### src/rtl/uart_tx_mmio_pkg.sv
// Shared definitions for the memory-mapped UART transmitter.
// Latency: n/a (constants, types and one helper function only).
// Backpressure: n/a.
package uart_tx_mmio_pkg;

    // Word offsets within the 16-byte window, decoded from A[3:2].
    localparam logic [1:0] REG_TXDATA  = 2'd0;
    localparam logic [1:0] REG_STATUS  = 2'd1;
    localparam logic [1:0] REG_BAUDDIV = 2'd2;
    localparam logic [1:0] REG_RSVD    = 2'd3;

    // STATUS bit positions.
    localparam int ST_BUSY    = 0;
    localparam int ST_FULL    = 1;
    localparam int ST_EMPTY   = 2;
    localparam int ST_OVF     = 3;
    localparam int ST_CNT_LSB = 4;

    // 100 MHz / 115200 baud.
    localparam int DEFAULT_BAUD_DIV = 868;

    typedef enum logic [1:0] {
        SER_IDLE  = 2'd0,
        SER_START = 2'd1,
        SER_DATA  = 2'd2,
        SER_STOP  = 2'd3
    } ser_state_t;

    // A divider of zero would never let the baud counter expire sensibly;
    // it behaves as one clock per bit.
    function automatic logic [15:0] eff_div(input logic [15:0] d);
        return (d == 16'd0) ? 16'd1 : d;
    endfunction

endpackage

### src/rtl/uart_tx_serializer.sv
// 8N1 serialiser: start bit, 8 data bits LSB first, stop bit, DIV clocks each.
// Latency: tx falls on the edge that accepts start; frame is 10*DIV cycles.
// Backpressure: start is taken only when idle or in the last STOP cycle (done).
// Ports: clk, rst_n (sync, active-low); start/data/div request a frame;
//        busy = not idle, done = last cycle of STOP, tx = serial line.
module uart_tx_serializer
    import uart_tx_mmio_pkg::*;
(
    input  logic        clk,
    input  logic        rst_n,
    input  logic        start,
    input  logic [7:0]  data,
    input  logic [15:0] div,
    output logic        busy,
    output logic        done,
    output logic        tx
);

    ser_state_t  state, state_nxt;
    logic [15:0] baud_cnt, baud_cnt_nxt;
    logic [15:0] div_lat, div_lat_nxt;
    logic [2:0]  bit_cnt, bit_cnt_nxt;
    logic [7:0]  shreg, shreg_nxt;
    logic        bit_end;

    assign bit_end = (baud_cnt == 16'd0);
    assign busy    = (state != SER_IDLE);
    assign done    = (state == SER_STOP) && bit_end;

    always_ff @(posedge clk) begin
        if (!rst_n) begin
            state    <= SER_IDLE;
            baud_cnt <= '0;
            div_lat  <= '0;
            bit_cnt  <= '0;
            shreg    <= '0;
        end else begin
            state    <= state_nxt;
            baud_cnt <= baud_cnt_nxt;
            div_lat  <= div_lat_nxt;
            bit_cnt  <= bit_cnt_nxt;
            shreg    <= shreg_nxt;
        end
    end

    always_comb begin
        state_nxt    = state;
        baud_cnt_nxt = baud_cnt;
        div_lat_nxt  = div_lat;
        bit_cnt_nxt  = bit_cnt;
        shreg_nxt    = shreg;
        tx           = 1'b1;

        case (state)
            SER_IDLE: begin
                if (start) begin
                    state_nxt    = SER_START;
                    shreg_nxt    = data;
                    div_lat_nxt  = eff_div(div);
                    baud_cnt_nxt = eff_div(div) - 16'd1;
                    bit_cnt_nxt  = '0;
                end
            end
            SER_START: begin
                tx = 1'b0;
                if (bit_end) begin
                    state_nxt    = SER_DATA;
                    baud_cnt_nxt = div_lat - 16'd1;
                end else begin
                    baud_cnt_nxt = baud_cnt - 16'd1;
                end
            end
            SER_DATA: begin
                tx = shreg[0];
                if (bit_end) begin
                    shreg_nxt    = {1'b0, shreg[7:1]};
                    bit_cnt_nxt  = bit_cnt + 3'd1;
                    baud_cnt_nxt = div_lat - 16'd1;
                    if (bit_cnt == 3'd7) begin
                        state_nxt = SER_STOP;
                    end
                end else begin
                    baud_cnt_nxt = baud_cnt - 16'd1;
                end
            end
            SER_STOP: begin
                if (bit_end) begin
                    // Chain straight into the next start bit when a byte is
                    // waiting, so back-to-back frames have no idle gap.
                    if (start) begin
                        state_nxt    = SER_START;
                        shreg_nxt    = data;
                        div_lat_nxt  = eff_div(div);
                        baud_cnt_nxt = eff_div(div) - 16'd1;
                        bit_cnt_nxt  = '0;
                    end else begin
                        state_nxt = SER_IDLE;
                    end
                end else begin
                    baud_cnt_nxt = baud_cnt - 16'd1;
                end
            end
            default: begin
                state_nxt = SER_IDLE;
            end
        endcase
    end

endmodule

### src/rtl/uart_tx_mmio.sv
// Memory-mapped UART TX: register file, TX FIFO and 8N1 serialiser.
// Latency: RD registered (1 cycle); push at edge N starts the frame at N+1 if idle.
// Backpressure: none on the bus; pushes into a full FIFO are dropped and flag overflow.
// Ports: clk, rst_n (sync, active-low); sel/A/WD/WE bus in, RD registered out;
//        tx serial line (idle high); tx_empty = FIFO empty and serialiser idle.
module uart_tx_mmio
    import uart_tx_mmio_pkg::*;
#(
    parameter int FIFO_DEPTH  = 4,
    parameter int DEFAULT_DIV = DEFAULT_BAUD_DIV
) (
    input  logic        clk,
    input  logic        rst_n,
    input  logic        sel,
    input  logic [11:0] A,
    input  logic [31:0] WD,
    input  logic        WE,
    output logic [31:0] RD,
    output logic        tx,
    output logic        tx_empty
);

    localparam int PW = $clog2(FIFO_DEPTH);
    localparam int CW = PW + 1;

    logic [7:0]    fifo_mem [FIFO_DEPTH];
    logic [PW-1:0] wr_ptr, rd_ptr;
    logic [CW-1:0] count;
    logic          full, empty;
    logic          overflow;
    logic [15:0]   baud_div;

    logic          wr_en;
    logic [1:0]    reg_off;
    logic          push_req, push_acc, pop;
    logic          ser_busy, ser_done;
    logic [31:0]   status;
    logic          unused_ok;

    assign reg_off  = A[3:2];
    assign wr_en    = sel & WE;
    assign empty    = (count == '0);
    assign full     = (count == CW'(FIFO_DEPTH));

    // The serialiser accepts a byte when idle or on its final STOP cycle.
    assign pop      = !empty && (!ser_busy || ser_done);
    assign push_req = wr_en && (reg_off == REG_TXDATA);
    // Fullness is judged after a same-cycle pop frees a slot.
    assign push_acc = push_req && (!full || pop);

    assign tx_empty = empty && !ser_busy;

    assign unused_ok = ^{A[11:4], A[1:0], WD[31:16]};

    always_comb begin
        status                            = '0;
        status[ST_BUSY]                   = ser_busy;
        status[ST_FULL]                   = full;
        status[ST_EMPTY]                  = empty;
        status[ST_OVF]                    = overflow;
        status[ST_CNT_LSB+2:ST_CNT_LSB]   = 3'(count);
    end

    // FIFO storage carries no reset; occupancy is tracked by count alone.
    always_ff @(posedge clk) begin
        if (push_acc) begin
            fifo_mem[wr_ptr] <= WD[7:0];
        end
    end

    always_ff @(posedge clk) begin
        if (!rst_n) begin
            wr_ptr   <= '0;
            rd_ptr   <= '0;
            count    <= '0;
            overflow <= 1'b0;
            baud_div <= 16'(DEFAULT_DIV);
            RD       <= '0;
        end else begin
            if (push_acc) begin
                wr_ptr <= wr_ptr + PW'(1);
            end
            if (pop) begin
                rd_ptr <= rd_ptr + PW'(1);
            end
            case ({push_acc, pop})
                2'b10:   count <= count + CW'(1);
                2'b01:   count <= count - CW'(1);
                default: count <= count;
            endcase

            if (push_req && !push_acc) begin
                overflow <= 1'b1;
            end else if (wr_en && (reg_off == REG_STATUS) && WD[ST_OVF]) begin
                overflow <= 1'b0;
            end

            if (wr_en && (reg_off == REG_BAUDDIV)) begin
                baud_div <= WD[15:0];
            end

            if (sel) begin
                case (reg_off)
                    REG_STATUS:  RD <= status;
                    REG_BAUDDIV: RD <= {16'd0, baud_div};
                    default:     RD <= '0;
                endcase
            end else begin
                RD <= '0;
            end
        end
    end

    uart_tx_serializer u_ser (
        .clk   (clk),
        .rst_n (rst_n),
        .start (pop),
        .data  (fifo_mem[rd_ptr]),
        .div   (baud_div),
        .busy  (ser_busy),
        .done  (ser_done),
        .tx    (tx)
    );

endmodule

### config.mk
export PLATFORM = sky130hd
export DESIGN_NAME = uart_tx_mmio
export DESIGN_NICKNAME = d
export VERILOG_FILES = /design/src/rtl/uart_tx_mmio_pkg.sv /design/src/rtl/uart_tx_serializer.sv /design/src/rtl/uart_tx_mmio.sv
export SDC_FILE = /design/constraint.sdc
export NUM_CORES = 1
export LEC_CHECK = 0
export BUFFER_PORTS_ARGS = -buffer_cell sky130_fd_sc_hd__buf_2
export CORE_ASPECT_RATIO = 0.6
export CORE_MARGIN = 10
export CORE_UTILIZATION = 45
export CTS_BUF_LIST = sky130_fd_sc_hd__clkbuf_16
export DETAILED_ROUTE_END_ITERATION = 6
export GPL_TIMING_DRIVEN = 1
export PLACE_DENSITY = 0.64
export SYNTH_ARGS = -nofsm -noshare
export SYNTH_HDL_FRONTEND = slang
export SYNTH_HIERARCHICAL = 1
export SYNTH_SLANG_ARGS = --single-unit
### constraint.sdc
create_clock -name clk -period 4.7 [get_ports clk]
set_input_delay 0.94 -clock clk [delete_from_list [all_inputs] [get_ports clk]]
set_output_delay 0.94 -clock clk [all_outputs]
set_load 0.02 [all_outputs]
# Word-level counts from Yosys, hierarchy flattened
# Memory sizes are Yosys's and may differ from the RTL's. A register that Yosys moved wholly into a read port is not among the register bits.
# Index checks and enable logic that the tools add are counted.
dict set report classes {
  n_addsub 8
  n_mux 32
  n_eq_ne 14
  n_reduce_logical 30
  bitwise 1
}
# op n
set ops {}
lappend ops {{$mux W16} 6}
lappend ops {{$pmux W16 S2} 2}
lappend ops {{$pmux W16 S3} 1}
lappend ops {{$sub A16 B1 Y16 const B} 3}
lappend ops {{$logic_not A16 Y1} 2}
lappend ops {{$mux W8} 3}
lappend ops {{$pmux W8 S3} 1}
lappend ops {{$mux W2} 7}
lappend ops {{$logic_and A1 B1 Y1} 9}
lappend ops {{$mux W3} 3}
lappend ops {{$pmux W3 S3} 1}
lappend ops {{$eq A2 B2 Y1 const B} 4}
lappend ops {{$ne A2 B1 Y1 const B} 4}
lappend ops {{$pmux W2 S4} 1}
lappend ops {{$reduce_bool A2 Y1} 4}
lappend ops {{$add A3 B1 Y3 const B} 2}
lappend ops {{$eq A2 B1 Y1 const B} 3}
lappend ops {{$eq A3 B3 Y1 const B} 2}
lappend ops {{$pmux W3 S2} 1}
lappend ops {{$mux W1} 5}
lappend ops {{$reduce_and A5 Y1} 1}
lappend ops {{$add A2 B1 Y2 const B} 2}
lappend ops {{$logic_not A1 Y1} 4}
lappend ops {{$logic_not A2 Y1} 2}
lappend ops {{10 further kinds} 12}
dict set report word_totals {
  input_bits 48
  output_inout_bits 34
  memories 1
  wordCells 97
  mem_bits_rw 32
  reg_bits 101
}
# name depth width read_ports rd_ports_with_merged_regs write_ports line
set memory_table {}
lappend memory_table {fifo_mem 4 8 1 1 1 uart_tx_mmio.sv:26} ;# logic [7:0] fifo_mem [FIFO_DEPTH];

# Depth between registers and ports, before layout
# Gate-level depths: netlist of run 1.
dict set report depth {
  word_depth 9
  ltp_mapped 15
  ltp_nobuf 12
}

# By module
# Netlist of run 1, hierarchy kept.
# mod n_inst cells_per_inst seq_area_each_um2 area_per_inst_um2
set by_module_without_submodules {}
lappend by_module_without_submodules {uart_tx_serializer 1 393 900.9 3211.8}
lappend by_module_without_submodules {uart_tx_mmio 1 254 1801.7 3016.6}

# Least setup slack after synthesis of run 1
# No wires, ideal clock.
dict set report synth_timing {
  path_type {register -> register}
  from {register u_ser.baud_cnt[0]}
  to {register count[2]}
  path_buffers 2
  stages_incl_launch_ff 15
  arrival_ns 3.685
  slack_ns 0.896
  setup_time_ns 0.120
  period_less_slack_ns 3.804
  path_cell_list {dfxtp_1 -> inv_1 -> ha_1 -> or4b_4 -> buf_6 -> or4_4 -> buf_6 -> nor2_2 -> and2b_1 -> nor2_1 -> nand2_1 -> fa_1 -> or3_1 -> and3_1 -> o31a_1}
}
dict set report synth_between {
  elab_chain_len 8
}
# item line
set synth_lines {}
lappend synth_lines {{from (decl)} uart_tx_serializer.sv:20} ;# logic [15:0] baud_cnt, baud_cnt_nxt;
lappend synth_lines {{from (signal assigned)} uart_tx_serializer.sv:39} ;# baud_cnt <= baud_cnt_nxt;
lappend synth_lines {{$logic_not A16 Y1 *} uart_tx_serializer.sv:26} ;# assign bit_end = (baud_cnt == 16'd0);
lappend synth_lines {{$logic_and A1 B1 Y1 *} uart_tx_serializer.sv:28} ;# assign done = (state == SER_STOP) && bit_end;
lappend synth_lines {{via ser_done} uart_tx_mmio.sv:36} ;# logic ser_busy, ser_done;
lappend synth_lines {{$logic_or A1 B1 Y1 *} uart_tx_mmio.sv:46} ;# assign pop = !empty && (!ser_busy || ser_done);
lappend synth_lines {{$logic_and A1 B1 Y1 *} uart_tx_mmio.sv:46}
lappend synth_lines {{via pop} uart_tx_mmio.sv:35} ;# logic push_req, push_acc, pop;
lappend synth_lines {{$logic_or A1 B1 Y1} uart_tx_mmio.sv:49} ;# assign push_acc = push_req && (!full || pop);
lappend synth_lines {{$logic_and A1 B1 Y1} uart_tx_mmio.sv:49}
lappend synth_lines {{$eq A2 B1 Y1 or $eq A2 B2 Y1 (tied branches)} uart_tx_mmio.sv:86} ;# case ({push_acc, pop})
lappend synth_lines {{$pmux W3 S2 or $reduce_bool A2 Y1 (tied branches)} --}
lappend synth_lines {{to (signal assigned)} uart_tx_mmio.sv:87} ;# 2'b10: count <= count + CW'(1);
lappend synth_lines {{to (signal assigned)} uart_tx_mmio.sv:88} ;# 2'b01: count <= count - CW'(1);
lappend synth_lines {{to (signal assigned)} uart_tx_mmio.sv:89} ;# default: count <= count;
lappend synth_lines {{to (decl)} uart_tx_mmio.sv:28} ;# logic [CW-1:0] count;
# The timed path passes the listed nets; every way through them passes the cells marked *.
# A chain may end at the register's enable or synchronous reset.

# Final worst setup path of run 1
# Ends and elaborated chain as after synthesis.

==> results of run 1 <==
==> state kept, by name, indices dropped and copies added, names as in the netlist, named ones only <==
signal and count:
overflow 1, RD 16, u_ser/shreg 8, count 3, wr_ptr 2, baud_div 16, fifo_mem 32, rd_ptr 2
u_ser/div_lat 16, u_ser/baud_cnt 16, u_ser/state 2, u_ser/bit_cnt 3
==> cell usage after synthesis (14+ instances only) <==
cell type / instances
nand2_1: 95
dfxtp_1: 87
nor2_1: 47
mux2i_1: 35
edfxtp_1: 32
clkbuf_1: 22
nand3_1: 22
and2_1: 19
inv_1: 19
xnor2_1: 18
buf_4: 17
ha_1: 17
xor2_1: 16
a21boi_0: 14
o21ai_0: 14
==> area by class of cell <==
type | count | share of cell area
clock buffers | 17 | 0.0609
flip-flops and latches | 119 | 0.387
repair buffers | 43 | 0.0323
inverters | 19 | 0.0102
multi-input cells | 470 | 0.456
well taps | 175 | 0.0314
clock inverters | 15 | 0.0222
==> worst paths after layout <==
check	start	endpoint	slack (ns)	depth (start not counted)
worst max-delay path	u_ser/baud_cnt[0]	count[2]	0.50	12
worst min-delay path	u_ser/div_lat[15]	u_ser/div_lat[15]	0.48	2
worst max register to register	u_ser/baud_cnt[0]	count[2]	0.50	12
worst min register to register	u_ser/div_lat[15]	u_ser/div_lat[15]	0.48	2
==> kinds of logic after synthesis <==
group	after synthesis	synth area share
compound gates	100	0.125
xor+xnor	34	0.0478
fa+ha+maj	18	0.0374
buf+inv	73	0.0643
flops	119	0.434
mux	43	0.0852
other cells	1	0.000602
simple gates	259	0.206
==> power breakdown <==
group	leakage, nW	internal, mW	total (mW)	switching (mW)
clock network	0.287	0.782	1.27	0.484
registers	0.992	1.15	1.27	0.120
logic	1.33	0.611	1.56	0.951
total	2.61	2.55	4.10	1.56
==> worst max-delay path, stage by stage, from the launching register on <==
cell	delay, ns
dfxtp_1	0.35
inv_1	0.08
ha_1	0.21
or4b_4	0.55
or4_4	0.69
nor2_2	0.24
and2b_1	0.29
nor2_2	0.28
nand2_1	0.11
fa_1	0.43
or3_1	0.40
and3_1	0.18
o31a_1	0.28
==> routing by layer <==
| metal | up-vias | part of all wire | routed length (µm) | track usage |
|---|---|---|---|---|
| met5 | - | 0 | 0 | 0 |
| met4 | 0 | 0.0074 | 112 | 0.0423 |
| met3 | 12 | 0.087 | 1330 | 0.0498 |
| met2 | 184 | 0.39 | 5950 | 0.210 |
| met1 | 2268 | 0.51 | 7830 | 0.252 |
| li1 | 2320 | - | - | - |
==> cell usage in the layout, fill, tap and decap left out, drive strengths merged, types with 3 or more instances in the layout <==
cell	netlist	routed
nand2	95	95
dfxtp	87	87
nor2	48	48
buf	32	43
mux2i	35	35
edfxtp	32	32
inv	19	25
nand3	22	22
and2	19	19
xnor2	18	18
ha	17	17
clkbuf	22	17
xor2	16	16
conb	1	16
a21boi	14	14
o21ai	14	14
a21oi	13	13
nor4	13	13
nand2b	12	12
a211oi	12	12
mux4	8	8
or3	8	8
nor3	7	7
a22oi	7	7
nand4	6	6
and3	5	5
clkinv	0	5
o2111ai	4	4
nor2b	4	4
o221ai	4	4
nand3b	4	4
o31ai	4	4
or4	4	4
a31oi	4	4
o211ai	3	3
o32ai	3	3
o31a	3	3
==> metrics by stage <==
step	setup slack, ns	hold WS, ns
2_1_floorplan	0.896	0.444
3_3_place_gp	0.657	0.458
3_5_place_dp	0.557	0.477
4_1_cts	0.536	0.487
5_1_grt	0.349	0.510
6_report	0.503	0.479
==> out/metrics.cfg, run 1 <==
[sta]
slew_headroom = 0.373
period_share = 0.893
maxSlewViolCount = 0
rsz0062_at_grt = no
hold_viol = 0
setup_violations = 0
period_needed_ns = 4.20
tightestPinTransition_ns = 0.928
fin_skew_ns = 0.0110
fmax_mhz = 238
fin_setup_tns_ns = 0

[clock_network]
cts_hold_buffers = 0
cts_resized = 0
cts.sinks = 119
cts.clk_slew.worst_paths_ns = 0.06
post_cts.repair.setup_buffers = 0
htree_levels = 4
clk_latency_ns = 0.41
cts_buffer_depth = 2
cts_tree = done
cts_root_buf = clkbuf_16
cts_buffers = 17

[synth]
synth_top_area_cell = dfxtp_1
seq_area_frac_synth = 0.434
synth-main-ff-cell = dfxtp_1
synth_top_area_frac = 0.280
synth_cell_types = 68
synthCells = 647
yosys_register_bits = 119
async_reset_ff_frac = 0
syn_area_um2 = 6230
avgSynthCellArea_um2 = 9.63
netlist_top_cells_area = dfxtp_1 28%, edfxtp_1 15%, nand2_1 5.7%
synth_edf_count = 32
ys_warn_count = 6

[layout]
fill_cells = 1209
layout.cells.non_filler = 858
multi_input_area_um2 = 3180
finalInstanceArea_um2 = 6980
nNetsFinal = 736
layout-drive-gt1-share = 0.143
seqCellArea_um2 = 2700
final_util = 0.514
antennaDiodeCount = 0
syn2layout_area_growth_pct = 12.1

[run]
cap_viol_max_count = 0

[detailed_routing]
drc = 0
dr.pass1.iters = 7
ant_nets = 0
drtIter0Drc = 314
via_per_inst = 5.58
vias = 4784
wl_per_cell_um = 17.7
wl_mm = 15.2

[floorplan]
core-area_um2 = 13600
start_util = 0.459
num_rows = 33
dieWidth_um = 172
ios = 82
dieArea_um2 = 19100
die_h_um = 111

[place]
placed_area_um2 = 6400
port_buffers = 39
gp_congestion = 0.891
post-place-cells = 826
dp_hpwl_mm = 11.1

[power_and_ir_drop]
finalPower_mw = 4.10
powerDensity_nw_per_um2 = 588
leakage_nw = 2.61
ir_worst_vdd_mv = 0.273

[setup_path]
crit_path_start_kind = flip-flop
cp-end-kind = flip-flop
critPathArrivalTime_ns = 4.50
cp_max_fo = 15
worstSetupPathType = flip-flop to flip-flop
crit_required_ns = 5.00

[grt]
gr-total-overflow = 0
antenna_found_initial = 0
grt_use_total = 0.164
grt_pass1_wl_mm = 25.0
grt_max_degree = 62
grt_pass1_vias = 4679

[outcome]
run_status = completed

[worst_hold_path]
min_path_type = flip-flop to flip-flop

(Power assumes the default switching activity.)
==> inputs of run 2 (changes only) <==
- CORE_MARGIN: 10 -> 1
==> run 2 against run 1 <==
Effect of this change:
- critical path type unchanged
- sequential share of layout area shrank 0.19 points
- utilization grew 1.9 points
- sequential power is essentially flat
- via count grew 1.4%
- hold slack lost 0.0036 ns
==> out/metrics.cfg, run 2 (same netlist as run 1, synthesis figures left out) <==
[outcome]
run_status = completed

[detailed_routing]
ant_nets = 0
wl_per_cell_um = 18.2
wl_mm = 15.5
drc = 0
via_per_inst = 5.68
dr.pass1.iters = 6
drtIter0Drc = 420
vias = 4849

[setup_path]
r2r_slack_ns = 0.45
crit_required_ns = 5.01
reg2regPathDepth = 12
cp-end-kind = flip-flop
crit_path_start_kind = flip-flop
reg2reg_to = count[2]
critPathArrivalTime_ns = 4.56
r2r_start = u_ser/baud_cnt[0]
worstSetupPathType = flip-flop to flip-flop
cp_max_fo = 15

[power_and_ir_drop]
ir_worst_vdd_mv = 0.438
powerDensity_nw_per_um2 = 603
leakage_nw = 2.63
finalPower_mw = 4.23

[layout]
final_common_cell = nand2_1
largest_register_ffs = 32
final_util = 0.533
layout-drive-gt1-share = 0.145
final_cell_mix = 95 x nand2_1, 87 x dfxtp_1, 46 x nor2_1
antennaDiodeCount = 0
nNetsFinal = 736
largest_register = fifo_mem
finalInstanceArea_um2 = 7020
syn2layout_area_growth_pct = 12.7
fill_cells = 1187

[clock_network]
cts_buffer_depth = 2
cts_buffers = 17
cts_hold_buffers = 0
htree_levels = 4
post_cts.repair.setup_buffers = 0
cts_root_buf = clkbuf_16
cts_tree = done
cts_resized = 0
cts.clk_slew.worst_paths_ns = 0.06
cts.sinks = 119
clk_latency_ns = 0.42

[sta]
setup_violations = 0
hold_viol = 0
tightestPinTransition_ns = 0.819
fmax_mhz = 235
slew_headroom = 0.447
maxSlewViolCount = 0
period_share = 0.904
fin_setup_tns_ns = 0
period_needed_ns = 4.25
rsz0062_at_grt = no
fin_skew_ns = 0.0100

[grt]
gr-total-overflow = 0
grt_pass1_vias = 4574
grt_max_degree = 62
grt_use_total = 0.228
antenna_found_initial = 0
grt_pass1_wl_mm = 24.7

[floorplan]
ios = 82
start_util = 0.473
dieWidth_um = 154
die_h_um = 93.1
dieArea_um2 = 14300
core-area_um2 = 13200
num_rows = 32

[place]
gp_congestion = 0.869
port_buffers = 39
dp_hpwl_mm = 10.9
placed_area_um2 = 6400

[run]
cap_viol_max_count = 0

[worst_hold_path]
hold_path_end = u_ser/bit_cnt[2]
min_path_type = flip-flop to flip-flop
holdPathStages = 2
hold_path_startpoint = u_ser/bit_cnt[2]

[run 2: cell types whose count changed in the layout (fill, tap and decap cells not counted)]
| cell | before | now |
|---|---|---|
| clkinvlp_4 | 2 | 0 |
| clkinv_1 | 0 | 1 |
| clkinv_4 | 4 | 0 |
| inv_6 | 3 | 6 |
| inv_8 | 0 | 2 |
| clkinv_2 | 1 | 0 |
| inv_4 | 1 | 2 |
| inv_1 | 21 | 19 |
| clkbuf_16 | 17 | 20 |
| bufinv_16 | 2 | 1 |
[run 2: how the worst max path moves through the flow]
stage / from / end / slack (ns) / cells after the start
after floorplan: u_ser/baud_cnt[0] / count[2] / 0.90 / 14
after global placement: u_ser/baud_cnt[0] / count[2] / 0.65 / 12
after detailed placement: u_ser/baud_cnt[0] / count[2] / 0.56 / 12
after CTS: u_ser/baud_cnt[0] / count[2] / 0.48 / 12
after global routing: u_ser/baud_cnt[0] / count[2] / 0.29 / 12
final: u_ser/baud_cnt[0] / count[2] / 0.45 / 12
[run 2: power by group]
group	internal (mW)	total, mW	switching, mW	leakage [nW]
combinational	0.611	1.59	0.983	1.33
clock	0.839	1.36	0.521	0.310
sequential	1.15	1.28	0.123	0.992
[run 2: worst max-delay path, cell delays in order (launching register included)]
cell	delay, ns
dfxtp_1	0.35
inv_1	0.07
ha_1	0.20
or4b_4	0.55
or4_4	0.69
nor2_2	0.22
and2b_1	0.28
nor2_2	0.30
nand2_1	0.15
fa_1	0.45
or3_1	0.42
and3_1	0.18
o31a_1	0.28
[run 2: stage by stage]
stage	cells	setup WS, ns	hold WS (ns)
global route	853	0.294	0.500
CTS	853	0.484	0.470
floorplan	662	0.896	0.444
finish	853	0.452	0.475
global placement	821	0.649	0.459
detailed placement	821	0.562	0.462
[run 2: per-layer routing]
layer / global-route usage / up-vias / routed length (µm)
li1: - / 2310 / -
met1: 0.342 / 2308 / 7780
met2: 0.307 / 220 / 6120
met3: 0.0653 / 11 / 1520
met4: 0.0733 / 0 / 106
met5: 0 / - / 0
[run 2: area by class of cell]
cell class	count	area (µm²)	area share
repair buffers	43	225	0.0321
flip-flops and latches	119	2700	0.385
clock buffers	20	500	0.0713
inverters	19	71.3	0.0102
well taps	170	213	0.0303
multi-input cells	470	3180	0.454
clock inverters	12	121	0.0173
==> inputs of run 3 (changes only) <==
- BUFFER_PORTS_ARGS: -buffer_cell sky130_fd_sc_hd__buf_2 -> -buffer_cell sky130_fd_sc_hd__buf_4
==> run 3 against run 2 <==
Effect of this change:
- design area increased by 1.3%
- sequential power about the same
- hold slack improved by 0.0024 ns
- critical path type unchanged
==> out/metrics.cfg, run 3 (same netlist as run 1, synthesis figures left out) <==
[sta]
whs_ns = 0.478
maxSlewViolCount = 0
fin_skew_ns = 0.00978
fmax_mhz = 237
hold_viol = 0
period_needed_ns = 4.22
rsz0062_at_grt = no
tightestPinTransition_ns = 0.930
setup_violations = 0
slew_headroom = 0.372
period_share = 0.899
fin_setup_tns_ns = 0

[place]
post-place-cells = 820
gp_congestion = 0.905
dp_hpwl_mm = 10.7
placed_area_um2 = 6490
port_buffers = 39

[layout]
layout-drive-gt1-share = 0.144
largest_register = fifo_mem
multi_input_area_um2 = 3180
fill_cells = 1145
final_common_cell = nand2_1
antennaDiodeCount = 0
finalInstanceArea_um2 = 7110
final_util = 0.540
largest_register_ffs = 32
layout.cells.non_filler = 852
nNetsFinal = 735
syn2layout_area_growth_pct = 14.2
final_cell_mix = 95 x nand2_1, 87 x dfxtp_1, 46 x nor2_1
seqCellArea_um2 = 2700

[floorplan]
dieArea_um2 = 14300
die_h_um = 93.1
ios = 82
core-area_um2 = 13200
num_rows = 32
dieWidth_um = 154
start_util = 0.473

[setup_path]
cp_slowest_cell = or4_4
reg2reg_to = count[2]
crit_family = simple AND/OR/NAND/NOR gates
cp_cell_sequence = inv_1, ha_1, or4b_4, or4_4, nor2_2, and2b_1, nor2_2, nand2_1, fa_1, or3_1, and3_1, o31a_1
r2r_slack_ns = 0.48
crit_path_start_kind = flip-flop
crit_top_cell = nor2_2
reg2regPathDepth = 12
crit_required_ns = 5.01
critPathArrivalTime_ns = 4.53
cp-end-kind = flip-flop
slowest_delay_ns = 0.69
worstSetupPathType = flip-flop to flip-flop
r2r_start = u_ser/baud_cnt[0]
cp_max_fo = 15
path_buf_inv = 1

[detailed_routing]
via_per_inst = 5.66
drc = 0
vias = 4825
ant_nets = 0
dr.pass1.iters = 6
wl_per_cell_um = 17.9
wl_mm = 15.2
drtIter0Drc = 531

[power_and_ir_drop]
ir_worst_vdd_mv = 0.368
p_sw_mw = 1.61
power_switching_share = 0.381
p_int_mw = 2.61
combPwrFrac = 0.377
powerDensity_nw_per_um2 = 594
p_seq_frac = 0.303
p_clk_frac = 0.320
leakage_nw = 2.64

[grt]
gr-total-overflow = 0
grt_pass1_vias = 4613
grt_use_total = 0.229
antenna_found_initial = 0
grt_max_degree = 70
grt_pass1_wl_mm = 25.0

[clock_network]
cts_root_buf = clkbuf_16
clk_latency_ns = 0.42
cts_hold_buffers = 0
cts_tree = done
cts_resized = 0
cts_buffers = 17
cts.sinks = 119
cts.clk_slew.worst_paths_ns = 0.06
post_cts.repair.setup_buffers = 0
cts_buffer_depth = 2
htree_levels = 4

[worst_hold_path]
hold_path_end = u_ser/bit_cnt[1]
min_path_type = flip-flop to flip-flop
holdPathStages = 2
hold_path_startpoint = u_ser/bit_cnt[1]

[run]
cap_viol_max_count = 0

[outcome]
run_status = completed

## run 3: metal layers
metal / GRT usage / part of all wire / up-vias
met5: 0 / 0 / -
met4: 0.0567 / 0.0091 / 0
met3: 0.0556 / 0.091 / 20
met2: 0.303 / 0.39 / 197
met1: 0.360 / 0.51 / 2308
li1: - / - / 2300
## run 3: stage by stage
| step | setup WS (ns) | power [mW] |
|---|---|---|
| 4_1_cts | 0.499 | 4.21 |
| 3_3_place_gp | 0.648 | 2.80 |
| 2_1_floorplan | 0.896 | 2.62 |
| 5_1_grt | 0.304 | 4.45 |
| 3_5_place_dp | 0.531 | 2.84 |
| 6_report | 0.475 | 4.22 |
## run 3: worst max path at each step
stage | start | endpoint | slack (ns) | cells after the start
4_1_cts | u_ser/baud_cnt[0] | count[2] | 0.50 | 12
5_1_grt | u_ser/baud_cnt[0] | count[2] | 0.30 | 12
3_5_place_dp | u_ser/baud_cnt[0] | count[2] | 0.53 | 12
6_report | u_ser/baud_cnt[0] | count[2] | 0.48 | 12
3_3_place_gp | u_ser/baud_cnt[0] | count[2] | 0.65 | 12
2_1_floorplan | u_ser/baud_cnt[0] | count[2] | 0.90 | 14
## run 3: final cells by class
cell class              instances  area share
flip-flops and latches        119       0.380
multi-input cells             470       0.448
repair buffers                 42      0.0443
clock inverters                12      0.0174
clock buffers                  20      0.0704
well taps                     170      0.0299
inverters                      19      0.0100
## run 3: power groups by stage
stage | registers [mW] | logic [mW] | clock network (mW)
after floorplan | 1.25 | 1.37 | 0
after global placement | 1.29 | 1.51 | 0
after detailed placement | 1.29 | 1.55 | 0
after CTS | 1.28 | 1.57 | 1.37
after global routing | 1.29 | 1.73 | 1.42
final | 1.28 | 1.59 | 1.35
## run 3: worst min-delay path: stages (launching register included)
cell,delay (ns)
dfxtp_1,0.31
nand2b_1,0.06
a21oi_1,0.05
